$ cat config.mk
export PLATFORM = sky130hd
export DESIGN_NAME = ring_router_vc
export DESIGN_NICKNAME = d
export VERILOG_FILES = /design/src/rtl/ring_router_vc.sv
export SDC_FILE = /design/constraint.sdc
export NUM_CORES = 2
export LEC_CHECK = 0
export CORE_ASPECT_RATIO = 0.7
export CORE_MARGIN = 2
export CORE_UTILIZATION = 62
export DETAILED_ROUTE_END_ITERATION = 10
export GPL_ROUTABILITY_DRIVEN = 0
export GPL_TIMING_DRIVEN = 0
export PLACE_DENSITY = 0.9
export SKIP_LAST_GASP = 1
export SYNTH_ARGS = -nofsm -noshare
export SYNTH_HDL_FRONTEND = slang
export SYNTH_SLANG_ARGS = --single-unit
$ cat constraint.sdc
create_clock -name clk -period 17.75 [get_ports clk]
set_input_delay 3.55 -clock clk [delete_from_list [all_inputs] [get_ports clk]]
set_output_delay 3.55 -clock clk [all_outputs]
set_load 0.03 [all_outputs]
$ cat src/rtl/ring_router_vc.sv
// Two-virtual-channel bidirectional ring router: per-port, per-VC input FIFOs
// feed round-robin arbiters in front of registered cw/ccw/pe output stages.
module ring_router_vc #(
  parameter int unsigned PACKET_SIZE = 64,
  parameter int unsigned BUF_DEPTH   = 2,
  parameter int unsigned HOP_LSB     = 48,
  parameter int unsigned HOP_WIDTH   = 8
) (
  input  logic                   clk,
  input  logic                   reset,
  input  logic                   polarity,
  input  logic                   cwsi,
  input  logic                   ccwsi,
  input  logic                   pesi,
  output logic                   cwri,
  output logic                   ccwri,
  output logic                   peri,
  input  logic [PACKET_SIZE-1:0] cwd,
  input  logic [PACKET_SIZE-1:0] ccwd,
  input  logic [PACKET_SIZE-1:0] ped,
  output logic                   cwso,
  output logic                   ccwso,
  output logic                   peso,
  input  logic                   cwro,
  input  logic                   ccwro,
  input  logic                   pero,
  output logic [PACKET_SIZE-1:0] cwdo,
  output logic [PACKET_SIZE-1:0] ccwdo,
  output logic [PACKET_SIZE-1:0] pedo
);

  localparam int unsigned NPORT   = 3;
  localparam int unsigned PW      = (BUF_DEPTH > 1) ? $clog2(BUF_DEPTH) : 1;
  localparam int unsigned CNTW    = $clog2(BUF_DEPTH + 1);
  localparam int unsigned DIR_BIT = PACKET_SIZE - 2;

  // Index 0 = cw, 1 = ccw, 2 = pe for both sources and outputs
  logic [NPORT-1:0]              si, ri_c, ro, so_q, push, pop, load;
  logic [PACKET_SIZE-1:0]        din  [NPORT];
  logic [PACKET_SIZE-1:0]        head [NPORT];
  logic [PACKET_SIZE-1:0]        nxt  [NPORT];
  logic [PACKET_SIZE-1:0]        do_q [NPORT];
  logic [PACKET_SIZE-1:0]        mem  [NPORT][2][BUF_DEPTH];
  logic [PW-1:0]                 wr_ptr [NPORT][2];
  logic [PW-1:0]                 rd_ptr [NPORT][2];
  logic [CNTW-1:0]               cnt    [NPORT][2];
  logic [1:0]                    rr  [NPORT];
  logic [1:0]                    win [NPORT];
  logic [NPORT-1:0][NPORT-1:0]   req;
  logic                          ivc;

  function automatic logic [PW-1:0] ptr_inc(input logic [PW-1:0] p);
    return (p == PW'(BUF_DEPTH - 1)) ? '0 : p + PW'(1);
  endfunction

  function automatic logic [1:0] rr_idx(input logic [1:0] base, input logic [1:0] k);
    logic [2:0] sum;
    sum = 3'(base) + 3'(k);
    return (sum >= 3'd3) ? 2'(sum - 3'd3) : sum[1:0];
  endfunction

  assign ivc     = ~polarity;
  assign si      = {pesi, ccwsi, cwsi};
  assign ro      = {pero, ccwro, cwro};
  assign din[0]  = cwd;
  assign din[1]  = ccwd;
  assign din[2]  = ped;
  assign push    = si & ri_c;
  assign {peri, ccwri, cwri} = ri_c;
  assign {peso, ccwso, cwso} = so_q;
  assign cwdo    = do_q[0];
  assign ccwdo   = do_q[1];
  assign pedo    = do_q[2];

  // Accept on the external VC whenever its FIFO has room
  always_comb begin
    ri_c = '0;
    for (int p = 0; p < NPORT; p++)
      ri_c[p] = !reset && (cnt[p][polarity] != CNTW'(BUF_DEPTH));
  end

  // Route each internal-VC head: hop exhausted ejects to pe, else follow dir
  always_comb begin
    req = '0;
    for (int p = 0; p < NPORT; p++) begin
      head[p] = mem[p][ivc][rd_ptr[p][ivc]];
      if (cnt[p][ivc] != '0) begin
        if (head[p][HOP_LSB +: HOP_WIDTH] == '0) req[2][p] = 1'b1;
        else if (head[p][DIR_BIT])               req[1][p] = 1'b1;
        else                                     req[0][p] = 1'b1;
      end
    end
  end

  // Round-robin pick per output; lowest offset from rr wins, so scan downwards
  always_comb begin
    load = '0;
    pop  = '0;
    for (int o = 0; o < NPORT; o++) begin
      win[o] = rr[o];
      for (int k = 2; k >= 0; k--)
        if (req[o][rr_idx(rr[o], 2'(k))]) win[o] = rr_idx(rr[o], 2'(k));
      load[o] = (!so_q[o] || ro[o]) && (req[o] != '0);
      if (load[o]) pop[win[o]] = 1'b1;
      nxt[o] = head[win[o]];
      if (o != 2) nxt[o][HOP_LSB +: HOP_WIDTH] = head[win[o]][HOP_LSB +: HOP_WIDTH] >> 1;
    end
  end

  always_ff @(posedge clk or posedge reset) begin
    if (reset) begin
      so_q <= '0;
      for (int o = 0; o < NPORT; o++) begin
        do_q[o] <= '0;
        rr[o]   <= '0;
      end
      for (int p = 0; p < NPORT; p++) begin
        for (int v = 0; v < 2; v++) begin
          wr_ptr[p][v] <= '0;
          rd_ptr[p][v] <= '0;
          cnt[p][v]    <= '0;
        end
      end
    end else begin
      for (int o = 0; o < NPORT; o++) begin
        if (load[o]) begin
          so_q[o] <= 1'b1;
          do_q[o] <= nxt[o];
          rr[o]   <= (win[o] == 2'd2) ? 2'd0 : win[o] + 2'd1;
        end else if (ro[o]) begin
          so_q[o] <= 1'b0;
        end
      end
      // Push (external VC) and pop (internal VC) never target the same FIFO
      for (int p = 0; p < NPORT; p++) begin
        if (push[p]) begin
          wr_ptr[p][polarity] <= ptr_inc(wr_ptr[p][polarity]);
          cnt[p][polarity]    <= cnt[p][polarity] + CNTW'(1);
        end
        if (pop[p]) begin
          rd_ptr[p][ivc] <= ptr_inc(rd_ptr[p][ivc]);
          cnt[p][ivc]    <= cnt[p][ivc] - CNTW'(1);
        end
      end
    end
  end

  // FIFO storage needs no reset; occupancy is tracked by the counters
  always_ff @(posedge clk) begin
    for (int p = 0; p < NPORT; p++)
      if (push[p]) mem[p][polarity][wr_ptr[p][polarity]] <= din[p];
  end

endmodule

# Yosys cells after proc, flatten, opt, wreduce, memory -nomap -nowiden
# Memory sizes are Yosys's and may differ from the RTL's.
# Cells that the tools add are included.
# word_totals
reg_bits,223
ramBits,768
in_bits,201
output_inout_bits,198
word_cells,343
mem_count,1
# memory_table
memory,depth,word_bits,read_ports,rd_clocked_by_memory_dff,write_ports,line,source
mem,3,256,3,0,3,43,logic [PACKET_SIZE-1:0] mem [NPORT][2][BUF_DEPTH];
# op_classes
n_addsub,30
magnitude_cmp,40
eq_ne,6
n_mux,191
bitwise_logic,15
n_reduce_logical,33
# op_table
op,n
2-to-1 mux 128 bit,12
2-to-1 mux 64 bit,18
2-to-1 mux 256 bit,3
binary-select mux 64 bit (select 2 bit),3
demux 128 bit (select 1 bit),3
demux 64 bit (select 1 bit),3
2-to-1 mux 2 bit,41
2-to-1 mux 1 bit,71
< comparator 2 x 3 -> 1 bit (second input constant),12
bitwise mux 4 bit,6
zero test 8 bit,3
2-to-1 mux 4 bit,6
greater-or-equal comparator 2 bit (second input constant),11
binary-select mux 1 bit (select 2 bit),9
greater-or-equal comparator 3 x 2 -> 1 bit (second input constant),6
subtractor 2 bit (second input constant),9
inverter 1 -> 2 bit,8
logical AND 1 bit,14
adder 2 x 1 -> 2 bit (second input constant),6
bitwise mux 2 bit,6
nonzero test 2 bit,6
< comparator 2 x 1 -> 1 bit (second input constant),5
adder 2 x 1 -> 3 bit (second input constant),3
adder 2 x 2 -> 3 bit (second input constant),3
other kinds (17),48

# Logic depth before layout (Yosys ltp)
# depth
ltp_word,27
depth_mapped,19
ltp_nobuf,11

# Worst setup path after synthesis
# No wires, ideal clock.
# synth_path
path_kind,input-to-reg
start,input port polarity
end,"memory mem[0][576] in the netlist's numbering, enable pin"
setup_ps,565
arrival_time_ps,10364
t_required_ps,17185
setup_slack_ps,6821
path_stages,11
n_path_buf,6
path_cell_list,buf_4 buf_6 buf_4 clkbuf_1 buf_1 clkbuf_1 mux2i_1 ha_1 nor2_1 nand2_1 nor3_1
# synth_rtl
item,line,source
"start, declared",11,"input logic polarity,"
"end, declared",43,

# Worst setup path in the final report
# layout_path
start,input port polarity
end,output port cwri
# layout_between
elab_chain_cells,6
# layout_lines
item,line,source
inverter 1 -> 2 bit (implied by the code),79,ri_c[p] = !reset && (cnt[p][polarity] != CNTW'(BUF_DEPTH));
2-to-1 mux 2 bit (implied by the code) (3 in series),79,
inequality test 2 bit,79,
logical AND 1 bit,79,
"end, declared",15,"output logic cwri,"
# No other way between the ends. The select of a mux whose other input is x is not followed.

==> impl_metrics.ini <==
[cts]
clock-sinks = 991
cts_root_buffer = clkbuf_16
clk_latency_ps = 670
clockBufferDepth = 3
ctsResizeCount = 0
path_clk_slew_ps = 60
cts_made_buffers = 88
cts_max_level = 3
cts-hold-fix-buffers = 0
tritoncts = done
cts_setup_buffers = 0

[floorplan]
coreArea_mm2 = 0.0668
io-pin-count = 399
fp.dieArea_mm2 = 0.0701
start_util_pct = 63.1
rows = 79
die_h_um = 222
die_x_um = 316

[routing]
routedWlPerCell_um = 30.6
ant_nets = 0
drt_pre_antenna_iters = 11
num_vias = 30700
route.detailed.drc = 2
wirelength_um = 137000
routed_via_density = 6.86
drt_iter0_drc = 5647

[synthesis]
synth_edf_count = 768
netlist_area_mm2 = 0.0421
ys.warnings.count = 0
synth.area.top_cells = edfxtp_1 55%, dfrtp_1 13%, mux2i_1 9.4%
synth_cell_types = 71
synth_most_common_cell = edfxtp_1
yosysTopAreaCellShare_pct = 54.7
yosys.area.top_type = edfxtp_1
dominantRegCellSynth = edfxtp_1
ys_seq_area_share_pct = 68.0
synthTopCellsByCount = 768 x edfxtp_1, 395 x mux2i_1, 282 x nor2_1
ys_async_sr_fraction_pct = 22.5
ys_ff_latch = 991
netlist_instances = 2972
avgSynthCellArea_um2 = 14.2

[sta]
rsz0062_at_grt = no
fin_crit_ps = 11030
slew_viol_final = 0
fin_worst_skew_ps = 26.2
fin_setup_tns_ps = 0
worstMarginPinSlew_ps = 1360
hold_viol = 0
slew_headroom_pct = 9.36
setup_violations = 0
fin_crit_sh_pct = 62.1
fmax_mhz = 90.7

[global_route]
grt_pass1_wl_um = 195000
grt_max_degree = 116
antenna_found_initial = 34
grt_use_total_pct = 38.5
grt_overflow = 0
grt_pass1_vias = 29700

[layout]
fin_nets = 3709
drive_above_1_share_pct = 12.5
area_growth_pct = 20.6
final_area_mm2 = 0.0509
stdcell_count = 4483

[power]
power_density_mw_per_mm2 = 183
p_clk_share_pct = 21.3
p_int_mw = 5.51
seq_power_share_pct = 33.6
vdd_drop_max_v = 0.000127
total_power_mw = 9.32
power.share.combinational_pct = 45.1
switching_share_pct = 40.9
p_sw_mw = 3.81
leakage_nw = 18.5

[worst_setup_path]
cp-end-kind = output port
crit_fanout = 10
crit_type = input port to output port
cp.arrival_ps = 7480
cp-start-kind = input port
crit_required_ps = 14200

[worst_hold_path]
hold_class = flip-flop to flip-flop

[place]
placed_area_mm2 = 0.0478
portBuffers = 395
dp.cells = 4297
place_hpwl_um = 93400

[job]
drv_cap = 0

[run_status]
violations = design-rule violations
run_status = complete, but fails checks
-- power by group through the flow --
stage	clock, mW	sequential (mW)	combinational (mW)
floorplan	0	3.41	2.22
global placement	0	3.16	3.82
detailed placement	0	3.14	3.96
CTS	1.97	3.11	4.04
global route	2.07	3.13	4.33
finish	1.99	3.13	4.20
-- cell type report --
class	instances	area, um2
tap	891	1110
fill	3811	16000
multi-input combinational	1765	12600
antenna	23	57.6
timing repair buffer	433	4510
sequential	991	28600
inverter	18	75.1
buffer	199	857
clock buffer	114	2430
clock inverter	49	518
-- worst max-delay path, stage by stage --
cell,delay (ps)
buf_4,210
buf_6,200
buf_4,230
clkbuf_1,470
buf_1,590
clkbuf_1,770
mux2i_1,210
ha_1,270
nor2_1,240
clkdlybuf4s50_1,730
-- through the flow --
stage	setup slack [ps]	hold slack, ps	utilization (%)
CTS	6950	488	76.0
finish	6720	488	76.1
global route	6770	513	76.1
floorplan	6820	456	-
detailed placement	6930	474	71.6
global placement	2090	465	70.7
-- cells in the final DEF, fill, tap and decap left out, types with 6 or more instances in the layout --
cell type	n
a211oi_1	9
a21oi_1	264
a221o_1	61
a22oi_1	63
and2_4	6
and3b_1	6
buf_1	40
buf_12	6
buf_2	33
buf_4	12
buf_6	28
bufinv_16	10
clkbuf_1	125
clkbuf_16	89
clkbuf_8	11
clkdlybuf4s50_1	395
clkinv_1	9
clkinv_2	21
dfrtp_1	223
diode_2	23
edfxtp_1	768
ha_1	12
inv_1	16
mux2_2	188
mux2i_1	395
nand2_1	88
nand2b_1	7
nand3_1	11
nor2_1	280
nor3_1	72
nor3b_1	12
nor4_1	11
nor4b_1	12
o21ai_0	135
o21ai_1	12
o22ai_1	15
xnor2_1	12
xor2_1	6
-- path summary, 6_finish.rpt --
path                           start         to  slack [ps]  depth (start not counted)
hold reg to reg             cwdo[47]   cwdo[47]         490                          2
max in group asynchronous      reset  ccwdo[27]       12980                          3
setup / recovery            polarity       cwri        6720                         10
hold / removal              cwdo[47]   cwdo[47]         490                          2
setup reg to reg           rd_ptr[5]   cwdo[57]       12320                         11
min in group asynchronous      reset  wr_ptr[4]        3590                          2
-- sequential cells by signal, indices dropped and copies added (netlist names) --
| name | flops |
|---|---|
| pedo | 64 |
| mem | 768 |
| rr | 6 |
| ccwdo | 63 |
| rd_ptr | 6 |
| so_q | 3 |
| wr_ptr | 6 |
| cnt | 12 |
| cwdo | 63 |
-- routing by layer --
layer	share of wire (%)	vias to the layer above	global-route usage [%]
met1	35	14800	51.2
met4	5.8	18	18.8
li1	-	12400	-
met2	42	2914	54.4
met3	17	581	16.9
met5	0.085	-	0
-- logic make-up after synthesis --
family,after synthesis,share of synthesized area (%)
AOI/OAI and AO/OA,612,8.97
adders and majority gates,13,0.383
DFF,991,68.0
xor gates and xnor gates,18,0.374
buffers and inverters,217,2.19
muxes,583,14.4
and+or+nand+nor,537,5.71
other,1,0.00890
Power figures use the tool's default switching activity.
